$ cat config.mk
export PLATFORM = sky130hd
export DESIGN_NAME = reg_file_sb
export DESIGN_NICKNAME = d
export VERILOG_FILES = /design/src/rtl/reg_file_sb.sv
export SDC_FILE = /design/constraint.sdc
export NUM_CORES = 1
export LEC_CHECK = 0
export BUFFER_PORTS_ARGS = -buffer_cell sky130_fd_sc_hd__buf_2
export CORE_UTILIZATION = 55
export CTS_CLUSTER_SIZE = 28
export DETAILED_ROUTE_END_ITERATION = 10
export MAX_ROUTING_LAYER = met4
export PLACE_DENSITY_LB_ADDON = 0.25
export SLEW_MARGIN = 5
export SYNTH_ARGS = -nofsm -noshare
export SYNTH_HDL_FRONTEND = slang
export SYNTH_SLANG_ARGS = --single-unit
$ cat constraint.sdc
create_clock -name CLOCK -period 8.79 [get_ports CLOCK]
set_input_delay 0 -clock CLOCK [delete_from_list [all_inputs] [get_ports CLOCK]]
set_output_delay 0 -clock CLOCK [all_outputs]
set_load 0.005 [all_outputs]
$ cat src/rtl/reg_file_sb.sv
// Register file with a per-register pending (scoreboard) bit, a dedicated R0 write port and synchronous reads.
// Optional same-edge write-to-read bypass is enabled by defining REGF_BYPASS_EN.
module reg_file_sb #(
  parameter int DATA_W = 16,
  parameter int ADDR_W = 4
) (
  input  logic              CLOCK,
  input  logic              in_rst,
  input  logic [ADDR_W-1:0] in_op1_addr,
  input  logic [ADDR_W-1:0] in_op2_addr,
  input  logic [1:0]        in_cntrl_regwrite,
  input  logic [ADDR_W-1:0] in_wr_addr,
  input  logic [DATA_W-1:0] in_data,
  input  logic [DATA_W-1:0] in_r0,
  input  logic              in_issue_valid,
  input  logic [ADDR_W-1:0] in_issue_addr,
  input  logic              in_issue_r0,
  output logic [DATA_W-1:0] out_op1_data,
  output logic [DATA_W-1:0] out_op2_data,
  output logic              out_op1_busy,
  output logic              out_op2_busy,
  output logic              out_stall,
  output logic [ADDR_W:0]   out_pending_cnt
);

  localparam int DEPTH = 2 ** ADDR_W;

  logic [DATA_W-1:0] regs     [DEPTH];
  logic [DATA_W-1:0] reg_next [DEPTH];
  logic [DEPTH-1:0]  pending;
  logic [DEPTH-1:0]  pending_next;
  logic [DEPTH-1:0]  written;
  logic [DEPTH-1:0]  issued;
  logic [ADDR_W:0]   cnt_next;

  // R0 port is applied after the general port so it wins a collision on register 0.
  always_comb begin
    for (int i = 0; i < DEPTH; i++) begin
      reg_next[i] = regs[i];
      written[i]  = 1'b0;
      issued[i]   = 1'b0;
      if (in_cntrl_regwrite[0] && in_wr_addr == ADDR_W'(i)) begin
        reg_next[i] = in_data;
        written[i]  = 1'b1;
      end
      if (in_cntrl_regwrite[1] && i == 0) begin
        reg_next[i] = in_r0;
        written[i]  = 1'b1;
      end
      if (in_issue_valid && in_issue_addr == ADDR_W'(i)) issued[i] = 1'b1;
      if (in_issue_r0 && i == 0) issued[i] = 1'b1;
    end
    // A new issue wins over a retiring write to the same register.
    pending_next = issued | (pending & ~written);
    cnt_next = '0;
    for (int i = 0; i < DEPTH; i++) begin
      cnt_next = cnt_next + {{ADDR_W{1'b0}}, pending_next[i]};
    end
  end

`ifdef REGF_BYPASS_EN
  logic [DEPTH-1:0] clearing;

  always_comb begin
    clearing     = written & ~issued;
    out_op1_busy = pending[in_op1_addr] & ~clearing[in_op1_addr];
    out_op2_busy = pending[in_op2_addr] & ~clearing[in_op2_addr];
  end
`else
  always_comb begin
    out_op1_busy = pending[in_op1_addr];
    out_op2_busy = pending[in_op2_addr];
  end
`endif

  assign out_stall = (out_op1_busy | out_op2_busy) & ~in_rst;

  always_ff @(posedge CLOCK or posedge in_rst) begin
    if (in_rst) begin
      for (int i = 0; i < DEPTH; i++) regs[i] <= '0;
      pending         <= '0;
      out_pending_cnt <= '0;
      out_op1_data    <= '0;
      out_op2_data    <= '0;
    end else begin
      for (int i = 0; i < DEPTH; i++) regs[i] <= reg_next[i];
      pending         <= pending_next;
      out_pending_cnt <= cnt_next;
`ifdef REGF_BYPASS_EN
      out_op1_data    <= reg_next[in_op1_addr];
      out_op2_data    <= reg_next[in_op2_addr];
`else
      out_op1_data    <= regs[in_op1_addr];
      out_op2_data    <= regs[in_op2_addr];
`endif
    end
  end

endmodule

Word-level counts from Yosys, hierarchy flattened
Index checks and enable logic that the tools add are counted.
{ "word_totals": {"output_inout_bits": 40, "in_bits": 54, "ff_bits": 309, "elab_cells": 158} }
{ "classes": {"eq_ne": 30, "addsub": 15, "muxes": 46, "n_reduce_logical": 35, "n_lt_le_gt_ge": 4, "n_bitwise": 8} }
{ "ops": {"columns": ["cell", "count"], "rows": [
  ["$bmux W16 S4", 2],
  ["$mux W16", 6],
  ["$eq A4 B4 Y1 const B", 16],
  ["$add A5 B1 Y5", 11],
  ["$mux W1", 36],
  ["$eq A4 B3 Y1 const B", 8],
  ["$logic_and A1 B1 Y1", 32],
  ["$and A16 B16 Y16", 1],
  ["$eq A4 B2 Y1 const B", 4],
  ["$not A16 Y16", 1],
  ["$or A16 B16 Y16", 1],
  ["$ge A5 B5 Y1 const B", 2],
  ["$lt A4 B5 Y1 const B", 2],
  ["$not A4 Y5", 2],
  ["$bmux W1 S4", 2],
  ["$eq A4 B1 Y1 const B", 2],
  ["$logic_not A4 Y1", 2],
  ["$add A4 B1 Y5", 1],
  ["$add A3 B1 Y4", 1],
  ["$add A2 B1 Y3", 1],
  ["$add A1 B1 Y2", 1],
  ["$reduce_bool A2 Y1", 1],
  ["$and A1 B1 Y1", 1],
  ["$not A1 Y1", 1],
  ["$or A1 B1 Y1", 1]
]} }

Depth between registers and ports, before layout
Gate-level depths: netlist of the first run.
{ "logic_depth": {"ltp_word": 22, "ltp_mapped": 18, "depth_no_buf": 16} }

Worst setup path before layout of the first run
No wires, ideal clock.
{ "synth_path": {"kind": "input to output", "start": "in in_rst", "end": "out out_stall", "path_buffers": 0, "cell_stages": 2, "t_required_ps": 8790, "path_slack_ps": 1908, "arrival_time_ps": 6882, "cell_sequence": "inv_1 -> o21a_1"} }
{ "synth_between": {"elab_chain_len": 2} }
{ "synth_rtl": {"columns": ["item", "line", "text"], "rows": [
  ["start, declared", "8", "input logic in_rst,"],
  ["$not A1 Y1", "76", "assign out_stall = (out_op1_busy | out_op2_busy) & ~in_rst;"],
  ["$and A1 B1 Y1", "76", null],
  ["end, declared", "22", "output logic out_stall,"]
]} }
Every way passes these cells.

Worst setup path in the final report of the first run
{ "layout_path": {"start": "in in_wr_addr[3]", "end": "reg out_pending_cnt[4]"} }
{ "layout_between": {"elab_chain_len": 22, "word_cells_on_any_way": 67, "cone_classes": "add/sub: 15; eq/ne: 15; mux: 17; bitwise: 3; reduce/logical: 17"} }
{ "layout_rtl": {"columns": ["item", "line", "text"], "rows": [
  ["start, declared", "12", "input logic [ADDR_W-1:0] in_wr_addr,"],
  ["$logic_not A4 Y1", "42", "if (in_cntrl_regwrite[0] && in_wr_addr == ADDR_W'(i)) begin"],
  ["$logic_and A1 B1 Y1", "42", null],
  ["$mux W1", "42", null],
  ["$mux W1", "46", "if (in_cntrl_regwrite[1] && i == 0) begin"],
  ["$not A16 Y16 *", "54", "pending_next = issued | (pending & ~written);"],
  ["$and A16 B16 Y16 *", "54", null],
  ["$or A16 B16 Y16 *", "54", null],
  ["$add A1 B1 Y2", "57", "cnt_next = cnt_next + {{ADDR_W{1'b0}}, pending_next[i]};"],
  ["$add A2 B1 Y3", "57", null],
  ["$add A3 B1 Y4", "57", null],
  ["$add A4 B1 Y5", "57", null],
  ["$add A5 B1 Y5 (10 in series)", "57", null],
  ["$add A5 B1 Y5 *", "57", null],
  ["named net cnt_next[4]", "34", "logic [ADDR_W:0] cnt_next;"],
  ["end signal, assigned", "88", "out_pending_cnt <= cnt_next;"],
  ["end, declared", "23", "output logic [ADDR_W:0] out_pending_cnt"]
]} }
Mark *: on every way through the listed nets, which the timed path passes. The rest lies on a longest branch.
A chain may end at the register's enable or synchronous reset.

==> results of run 1 <==
-- cell families after synthesis --
family,Yosys count
mux,430
buf+inv,98
simple gates,65
fa+ha+maj,15
xor+xnor,2
compound gates,39
flops,309
-- through the flow --
step | instances | setup WS, ns
6_report | 1480 | 4.067
4_1_cts | 1479 | 4.051
3_3_place_gp | 1362 | 4.201
3_5_place_dp | 1362 | 4.061
2_1_floorplan | 958 | 0.2265
5_1_grt | 1480 | 3.745
-- routing by layer --
metal / vias up / routed length [um]
met3: 71 / 2119
met5: - / 0
met4: 0 / 1042
met1: 5012 / 15820
met2: 288 / 17760
li1: 3946 / -
-- worst reg2reg max path: stages, from the launching register on --
cell     delay, ns
dfrtp_1       0.38
inv_1         0.05
o21ai_0       0.31
fa_1          0.49
inv_1         0.08
fa_1          0.44
fa_1          0.53
fa_1          0.41
inv_1         0.07
ha_1          0.16
inv_1         0.06
fa_1          0.47
nor2b_1       0.14
o21a_1        0.11
-- cells in the final DEF, fill, tap and decap left out, types with 6 or more instances in the layout --
master         netlist  routed
a22oi_1              6       6
mux2_2             231     231
fa_1                10      10
inv_1               20      19
dfrtp_1            309     309
buf_2               30      91
mux4_2             168     168
dlygate4sd3_1        0      56
clkinv_2             0       7
o21ai_0             20      20
buf_4                1      12
nand2_1             34      34
mux2i_1             22      22
clkbuf_16            0      37
clkbuf_1            27      10
mux2_1               9       9
-- flip-flops by register name (all words and copies together) (netlist names) --
name and flops:
regs 256, out_op1_data 16, out_op2_data 16, pending 16
out_pending_cnt 5
-- worst paths after layout --
| path | from | endpoint | slack, ns |
|---|---|---|---|
| hold reg to reg | regs[180]$_DFFE_PP0P_ | regs[180]$_DFFE_PP0P_ | 0.52 |
| setup / recovery | in_wr_addr[3] | out_pending_cnt[4]$_DFF_PP0_ | 4.07 |
| hold / removal | in_issue_valid | pending[9]$_DFF_PP0_ | 0.04 |
| setup reg to reg | pending[3]$_DFF_PP0_ | out_pending_cnt[4]$_DFF_PP0_ | 5.04 |
| min in group asynchronous | in_rst | out_op1_data[9]$_DFF_PP0_ | 0.14 |
| max in group asynchronous | in_rst | regs[65]$_DFFE_PP0P_ | 7.10 |
-- area by class of cell --
| class | count | share of cell area (%) |
|---|---|---|
| well taps | 378 | 2.614 |
| repair buffers | 160 | 6.224 |
| diodes | 1 | 0.01383 |
| clock inverters | 9 | 0.4011 |
| multi-input cells | 551 | 41.85 |
| flip-flops and latches | 309 | 42.74 |
| clock buffers | 52 | 5.705 |
| inverters | 20 | 0.4564 |
-- where the power goes --
part | leakage [nW] | switching [mW] | internal, mW
logic | 3.47 | 0.488 | 0.753
registers | 3.78 | 0.218 | 1.77
clock network | 0.545 | 0.561 | 0.840
-- repair_timing --
action | CTS | global route
endpoints found under the hold margin | 370 | 0
setup endpoints to repair | 0 | 0
hold buffers | 56 | 0
==> results.sh, run 1 <==
export IMPL_synth_common_cells="dfrtp_1 (309), mux2_2 (231), mux4_2 (168), nand2_1 (34), buf_2 (30)"
export IMPL_syn_avg_cell_area_sq_um=16.46
export IMPL_fin_crit_ns=4.723
export IMPL_clock_sinks=309
export IMPL_synth_adder_area_share_pct=1.666
export IMPL_synth_top_family_by_area="multiplexers"
export IMPL_num_vias=9317
export IMPL_async_reset_ff_share_pct=100.0
export IMPL_syn_inst=958
export IMPL_worst_ir_drop_vdd_mv=0.3622
export IMPL_synth_warnings=0
export IMPL_drv_cap=0
export IMPL_syn_cell_area_sq_um=15770
export IMPL_h_tree_depth=2
export IMPL_setup_viol=0
export IMPL_grt_use_met3_pct=4.855
export IMPL_dieArea_sq_um=29350
export IMPL_drive_above_1_share_pct=51.23
export IMPL_powerDensity_nw_per_um2=255.9
export IMPL_nFillCells=2017
export IMPL_yosysSeqAreaShare_pct=49.03
export IMPL_ys_types=36
export IMPL_path_cells="dlygate4sd3_1 > buf_2 > and3_1 > nand3_1 > a32oi_1 > fa_1 > fa_1 > fa_1 > fa_1 > inv_1 > ha_1 > inv_1 > fa_1 > nor2b_1 > o21a_1"
export IMPL_post_route_util_pct=64.59
export IMPL_final_area_sq_um=18090
export IMPL_rr_worst_depth=13
export IMPL_ant_nets=0
export IMPL_slowest_delay_ns=0.72
export IMPL_clkTransAtPathRegs_ns=0.06
export IMPL_die_w_um=171.3
export IMPL_whs_path_depth=5
export IMPL_worst_pin_slew_ns=1.089
export IMPL_slowest_stage="nand3_1"
export IMPL_cp_num_buf_inv=4
export IMPL_rows=61
export IMPL_rsz0062_at_grt="false"
export IMPL_status="finished, final reports clean"
export IMPL_drv_slew=0
export IMPL_grt_start_max_net_pins=191
export IMPL_grt_ovfl_total=0
export IMPL_core_area_sq_um=28010
export IMPL_cts_resized=0
export IMPL_synth_compound_area_share_pct=1.571
export IMPL_critPathLaunchType="input port"
export IMPL_cp_arrival_ns=5.17
export IMPL_relSlewSlack_pct=27.20
export IMPL_regArea_sq_um=7732
export IMPL_grt_pass1_wl_um=58040
export IMPL_fmax_mhz=211.7
export IMPL_cts_setup_buffers=0
export IMPL_ys_ff_latch=309
export IMPL_finalCritPeriodShare_pct=53.73
export IMPL_dpl_instance_area_sq_um=16420
export IMPL_grtUsageMet2_pct=42.82
export IMPL_synth_flop_cell="dfrtp_1"
export IMPL_grt_pass1_vias=9986
export IMPL_dp_hpwl_um=21480
export IMPL_dr_pass1_iters=4
export IMPL_p_leak_nw=7.800
export IMPL_end_kind="flip-flop"
export IMPL_cp_top_family="adder cells"
export IMPL_synth_top_area_share_pct=49.03
export IMPL_finClkSkew_ns=0.01064
export IMPL_path_class="in -> reg"
export IMPL_synthTopCellsByArea="dfrtp_1 (49%), mux4_2 (24%), mux2_2 (16%)"
export IMPL_viasPerCell=6.295
export IMPL_multi_input_area_sq_um=7571
export IMPL_synth_xor_area_share_pct=0.1111
export IMPL_met1_usage_pct=37.47
export IMPL_synth_simple_gate_area_share_pct=1.976
export IMPL_hold_viol=0
export IMPL_routabilityCongestion=0.8856
export IMPL_whs_ns=0.03628
export IMPL_p_total_mw=4.629
export IMPL_ctsRootBufferMaster="clkbuf_16"
export IMPL_clock_latency_ns=0.51
export IMPL_wl_um=36730
export IMPL_start_util_pct=56.30
export IMPL_nets=1146
export IMPL_cp_max_fo=17
export IMPL_top_level_ports=94
export IMPL_dr_first_iter_drc_count=681
export IMPL_antenna_found_initial=1
export IMPL_synthMuxAreaShare_pct=42.53
export IMPL_die_height_um=171.3
export IMPL_hold_path_class="in -> reg"
export IMPL_synth_largest_area_cell="dfrtp_1"
export IMPL_grt_use_total_pct=27.54
export IMPL_cts_tree="done"
export IMPL_synth_edff_count=0
export IMPL_syn_nets=1027
export IMPL_syn2layout_area_growth_pct=14.73
export IMPL_crit_required_ns=9.24
export IMPL_wl_per_cell_um=24.82
export IMPL_numCtsBuffers=35
export IMPL_tns_ns=0
export IMPL_yosys_cell_count_top_type="dfrtp_1"
export IMPL_portBuffers=93
export IMPL_cts_max_path_buffers=3
export IMPL_drc=0
export IMPL_busiest_layer="met2"
export IMPL_cp_common_cell="fa_1"
export IMPL_cp_depth=15
No activity file was read; power rests on OpenSTA's default activity.
==> run 2, diff against run 1 <==
- CORE_UTILIZATION: 55 -> 60
- clock period: 8.79 -> 4.8 ns (I/O delays scaled with it)
==> run 2 against run 1 <==
Register-to-register slack worse by 4.0 ns; worst setup slack worse by 3.6 ns; via count up 3.1%; hold slack lost 0.011 ns; sequential power increased by 83%; clock power up 89%; clock-buffer cell count up 1.
==> results.sh, run 2 (synthesized netlist as in run 1, its figures left out) <==
export IMPL_status="finished, final reports clean"
export IMPL_powerDensity_nw_per_um2=470.2
export IMPL_path_cells="dlygate4sd3_1 > buf_2 > and3_1 > nand3_1 > dlygate4sd3_1 > a32oi_1 > fa_1 > fa_1 > fa_1 > fa_1 > inv_1 > ha_1 > inv_1 > fa_1 > nor2b_1 > o21a_1"
export IMPL_ant_nets=0
export IMPL_cp_num_buf_inv=5
export IMPL_p_sw_mw=2.319
export IMPL_cts_max_path_buffers=3
export IMPL_cts_resized=0
export IMPL_setup_viol=0
export IMPL_cp_common_cell="fa_1"
export IMPL_post_route_util_pct=71.45
export IMPL_drive_above_1_share_pct=51.57
export IMPL_grt_pass1_wl_um=59300
export IMPL_power_frac_seq_pct=42.7
export IMPL_crit_reg2reg_launch="pending[7]$_DFF_PP0_"
export IMPL_slowest_delay_ns=0.58
export IMPL_hp_start="in_wr_addr[1]"
export IMPL_largest_register="regs"
export IMPL_nets=1162
export IMPL_wl_per_cell_um=26.23
export IMPL_hold_path_class="in -> reg"
export IMPL_ctsRootBufferMaster="clkbuf_16"
export IMPL_grt_start_max_net_pins=176
export IMPL_rows=58
export IMPL_clkTransAtPathRegs_ns=0.06
export IMPL_internal_power_mw=6.239
export IMPL_crit_required_ns=5.24
export IMPL_routabilityCongestion=0.9150
export IMPL_critPathLaunchType="input port"
export IMPL_end_kind="flip-flop"
export IMPL_nFillCells=1652
export IMPL_cp_top_family="adder cells"
export IMPL_grt_pass1_vias=10260
export IMPL_hold_viol=0
export IMPL_grt_use_total_pct=31.08
export IMPL_dp_cells=1326
export IMPL_drv_slew=0
export IMPL_cp_arrival_ns=4.78
export IMPL_rrSetupSlack_ns=1.05
export IMPL_start_util_pct=61.91
export IMPL_most_common_layout_cells="dfrtp_1 (309), mux2_2 (231), mux4_2 (168)"
export IMPL_stdcell_count=1447
export IMPL_finClkSkew_ns=0.01354
export IMPL_whs_endpoint="pending[1]$_DFF_PP0_"
export IMPL_cp_depth=16
export IMPL_swShare_pct=27.10
export IMPL_top_level_ports=94
export IMPL_cp_max_fo=5
export IMPL_finalCritPeriodShare_pct=90.43
export IMPL_die_height_um=164.1
export IMPL_core_area_sq_um=25470
export IMPL_numCtsBuffers=34
export IMPL_antenna_found_initial=0
export IMPL_fin_crit_ns=4.341
export IMPL_num_vias=9610
export IMPL_dieArea_sq_um=26940
export IMPL_drc=0
export IMPL_dr_first_iter_drc_count=730
export IMPL_wl_um=37960
export IMPL_syn2layout_area_growth_pct=15.41
export IMPL_pwr_share_comb_pct=26.4
export IMPL_slowest_stage="dlygate4sd3_1"
export IMPL_viasPerCell=6.641
export IMPL_power_frac_clock_pct=30.9
export IMPL_h_tree_depth=2
export IMPL_fmax_mhz=230.4
export IMPL_grt_ovfl_total=0
export IMPL_diodes=0
export IMPL_rsz0062_at_grt="false"
export IMPL_portBuffers=93
export IMPL_whs_path_depth=4
export IMPL_rr_worst_depth=13
export IMPL_drv_cap=0
export IMPL_relSlewSlack_pct=33.56
export IMPL_p_leak_nw=7.893
export IMPL_clock_latency_ns=0.51
export IMPL_dp_hpwl_um=21340
export IMPL_dr_pass1_iters=5
export IMPL_worst_ir_drop_vdd_mv=0.6640
export IMPL_tns_ns=0
export IMPL_path_class="in -> reg"
export IMPL_reg2reg_to="out_pending_cnt[4]$_DFF_PP0_"
export IMPL_die_w_um=164.1
export IMPL_p_total_mw=8.558
export IMPL_cts_tree="done"
export IMPL_final_common_cell="dfrtp_1"
export IMPL_clock_sinks=309
export IMPL_largest_reg_flops=256
export IMPL_worst_pin_slew_ns=0.9967
## run 2: worst max path at each step
stage | start | to | slack (ns)
after floorplan | in_rst | out_stall | -0.06
after global placement | in_wr_addr[3] | out_pending_cnt[4]$_DFF_PP0_ | 0.88
after detailed placement | in_wr_addr[3] | out_pending_cnt[4]$_DFF_PP0_ | 0.81
after CTS | in_wr_addr[2] | out_pending_cnt[4]$_DFF_PP0_ | 0.49
after global routing | in_issue_addr[3] | out_pending_cnt[4]$_DFF_PP0_ | 0.17
final | in_wr_addr[2] | out_pending_cnt[4]$_DFF_PP0_ | 0.46
## run 2: power groups by stage
stage / Sequential (mW) / Combinational (mW) / Clock, mW
after global routing: 3.72 / 2.52 / 2.78
after floorplan: 3.56 / 1.74 / 0
after detailed placement: 3.68 / 2.23 / 0
after CTS: 3.64 / 2.28 / 2.69
after global placement: 3.62 / 2.14 / 0
final: 3.65 / 2.26 / 2.65
## run 2: per-stage QoR
step           cell area (sq um)  setup WS (ns)  hold WS (ns)
2_1_floorplan              15770       -0.06082        0.1089
3_3_place_gp               16450         0.8751        0.2064
3_5_place_dp               16450         0.8064        0.2109
4_1_cts                    18200         0.4934      0.002155
5_1_grt                    18200         0.1654       0.06960
6_report                   18200         0.4592       0.02529
## run 2: layout make-up
cell class / count / area [sq um] / area share, %
clock buffer: 53 / 1056 / 5.802
sequential: 309 / 7732 / 42.49
tap: 330 / 412.9 / 2.269
timing repair buffer: 177 / 1279 / 7.026
clock inverter: 7 / 85.08 / 0.4675
multi-input combinational: 551 / 7556 / 41.52
inverter: 20 / 78.83 / 0.4331
## run 2: worst min-delay path, stage by stage
cell	delay, ns
buf_2	0.15
nor2b_1	0.08
nand2_1	0.08
a22o_1	0.18
## run 2: routing by layer
| metal | track usage (%) | share of wire [%] | vias up |
|---|---|---|---|
| li1 | - | - | 3976 |
| met2 | 48.12 | 49 | 354 |
| met3 | 5.278 | 6.3 | 75 |
| met4 | 9.848 | 2.9 | 0 |
| met1 | 42.60 | 42 | 5205 |
| met5 | - | 0 | - |
## run 2: what timing repair did
| action | 4_1_cts | 5_1_grt |
|---|---|---|
| endpoints found under the setup margin | 0 | 0 |
| setup buffers | 0 | 0 |
| hold buffers | 61 | 0 |
| endpoints found under the hold margin | 567 | 0 |
==> run 3, diff against run 2 <==
- CORE_ASPECT_RATIO: unset -> 1.25
==> run 3 against run 2 <==
Die area barely moved; highest routed layer unchanged; critical path type unchanged; non-clock buffer count is 7 higher; worst setup slack got worse by 0.063 ns; design area down 0.42%; sequential power is essentially flat; clock skew fell by 0.0040 ns; total power down 3.5%; hold slack better by 0.046 ns; first-iteration DRC count shrank 10%; routed wire length fell by 2.5%; sequential cell count unchanged; sequential share of layout area up 0.18 points.
==> results.sh, run 3 (synthesized netlist as in run 1, its figures left out) <==
export IMPL_rr_worst_depth=13
export IMPL_grt_pass1_wl_um=58890
export IMPL_relSlewSlack_pct=26.54
export IMPL_portBuffers=93
export IMPL_finalCritPeriodShare_pct=91.75
export IMPL_start_util_pct=60.82
export IMPL_dr_first_iter_drc_count=655
export IMPL_wl_per_cell_um=25.38
export IMPL_regArea_sq_um=7732
export IMPL_reg2reg_to="out_pending_cnt[4]$_DFF_PP0_"
export IMPL_rrSetupSlack_ns=1.02
export IMPL_crit_reg2reg_launch="pending[3]$_DFF_PP0_"
export IMPL_dp_cells=1338
export IMPL_numCtsBuffers=31
export IMPL_grt_ovfl_total=0
export IMPL_routabilityCongestion=0.9044
export IMPL_cts_max_path_buffers=3
export IMPL_multi_input_area_sq_um=7556
export IMPL_top_level_ports=94
export IMPL_ant_nets=0
export IMPL_worst_pin_slew_ns=1.102
export IMPL_dr_pass1_iters=8
export IMPL_viasPerCell=6.474
export IMPL_p_leak_nw=7.839
export IMPL_path_class="in -> reg"
export IMPL_cp_arrival_ns=4.89
export IMPL_timing_final_ws_setup_ns=0.3961
export IMPL_powerDensity_nw_per_um2=455.7
export IMPL_status="finished, final reports clean"
export IMPL_p_total_mw=8.259
export IMPL_hold_path_class="in -> reg"
export IMPL_worst_ir_drop_vdd_mv=0.7664
export IMPL_num_vias=9439
export IMPL_antenna_found_initial=1
export IMPL_die_height_um=183.3
export IMPL_drv_slew=0
export IMPL_ctsRootBufferMaster="clkbuf_16"
export IMPL_nets=1166
export IMPL_cts_setup_buffers=0
export IMPL_grt_start_max_net_pins=197
export IMPL_cts_tree="done"
export IMPL_drv_cap=0
export IMPL_die_w_um=147.0
export IMPL_whs_path_depth=4
export IMPL_crit_required_ns=5.29
export IMPL_grt_pass1_vias=10170
export IMPL_wl_um=37000
export IMPL_rsz0062_at_grt="false"
export IMPL_critPathLaunchType="input port"
export IMPL_cp_max_fo=7
export IMPL_finClkSkew_ns=0.009516
export IMPL_post_route_util_pct=69.89
export IMPL_syn2layout_area_growth_pct=14.92
export IMPL_clock_sinks=309
export IMPL_clkTransAtPathRegs_ns=0.06
export IMPL_end_kind="flip-flop"
export IMPL_largest_register="regs"
export IMPL_place_ws_ns=0.7232
export IMPL_fmax_mhz=227.1
export IMPL_hp_start="in_cntrl_regwrite[0]"
export IMPL_h_tree_depth=1
export IMPL_drc=0
export IMPL_dieArea_sq_um=26940
export IMPL_setup_viol=0
export IMPL_final_common_cell="dfrtp_1"
export IMPL_hold_viol=0
export IMPL_rows=66
export IMPL_grt_use_total_pct=30.29
export IMPL_whs_endpoint="pending[7]$_DFF_PP0_"
export IMPL_core_area_sq_um=25930
export IMPL_most_common_layout_cells="dfrtp_1 (309), mux2_2 (231), mux4_2 (168)"
export IMPL_drive_above_1_share_pct=51.03
export IMPL_nFillCells=1696
export IMPL_hold_buffers=66
export IMPL_dp_hpwl_um=21020
export IMPL_fin_crit_ns=4.404
export IMPL_cts_resized=0
export IMPL_clock_latency_ns=0.56
export IMPL_stdcell_count=1458
export IMPL_largest_reg_flops=256
==> run 3: worst max-delay path by stage <==
stage / start / end / slack (ns) / depth (start not counted)
after floorplan: in_rst / out_stall / -0.06 / 2
after global placement: in_wr_addr[3] / out_pending_cnt[4]$_DFF_PP0_ / 0.82 / 15
after detailed placement: in_wr_addr[3] / out_pending_cnt[4]$_DFF_PP0_ / 0.72 / 15
after CTS: in_wr_addr[2] / out_pending_cnt[4]$_DFF_PP0_ / 0.49 / 16
after global routing: in_issue_addr[3] / out_pending_cnt[4]$_DFF_PP0_ / 0.13 / 18
final: in_issue_addr[3] / out_pending_cnt[4]$_DFF_PP0_ / 0.40 / 18
==> run 3: cell type report <==
| type | count | share of cell area [%] |
|---|---|---|
| clock buffer | 48 | 5.019 |
| sequential | 309 | 42.66 |
| tap | 340 | 2.347 |
| multi-input combinational | 551 | 41.69 |
| timing repair buffer | 184 | 7.415 |
| inverter | 20 | 0.4349 |
| antenna | 1 | 0.01381 |
| clock inverter | 5 | 0.4142 |
==> run 3: per-layer routing <==
| metal | part of all wire (%) | vias up | wire (um) | GRT usage [%] |
|---|---|---|---|---|
| li1 | - | 3975 | - | - |
| met1 | 41 | 5085 | 15000 | 40.84 |
| met2 | 51 | 308 | 18880 | 48.70 |
| met3 | 5.4 | 71 | 1984 | 4.005 |
| met4 | 3.0 | 0 | 1126 | 9.485 |
| met5 | 0 | - | 0 | - |
==> run 3: critical path, stage by stage <==
cell and delay (ns):
dlygate4sd3_1 0.54, buf_2 0.14, nand2_1 0.05, dlygate4sd3_1 0.55, nor2_1 0.40, nand2_1 0.13
nand2_1 0.14, fa_1 0.48, inv_1 0.10, fa_1 0.43, fa_1 0.51, fa_1 0.41
inv_1 0.08, ha_1 0.16, inv_1 0.06, fa_1 0.46, nor2b_1 0.14, o21a_1 0.12
==> run 3: power breakdown <==
group / internal (mW) / switching, mW
clock network: 1.39 / 0.972
registers: 3.24 / 0.395
logic: 1.38 / 0.880
==> run 3: per-stage QoR <==
stage	cell area [sq um]	setup TNS [ns]	hold WS (ns)
final	18120	0	0.07177
after global routing	18120	0	0.1057
after CTS	18120	0	0.04125
after detailed placement	16480	0	0.2066
after global placement	16480	0	0.2048
after floorplan	15770	-0.06082	0.1089
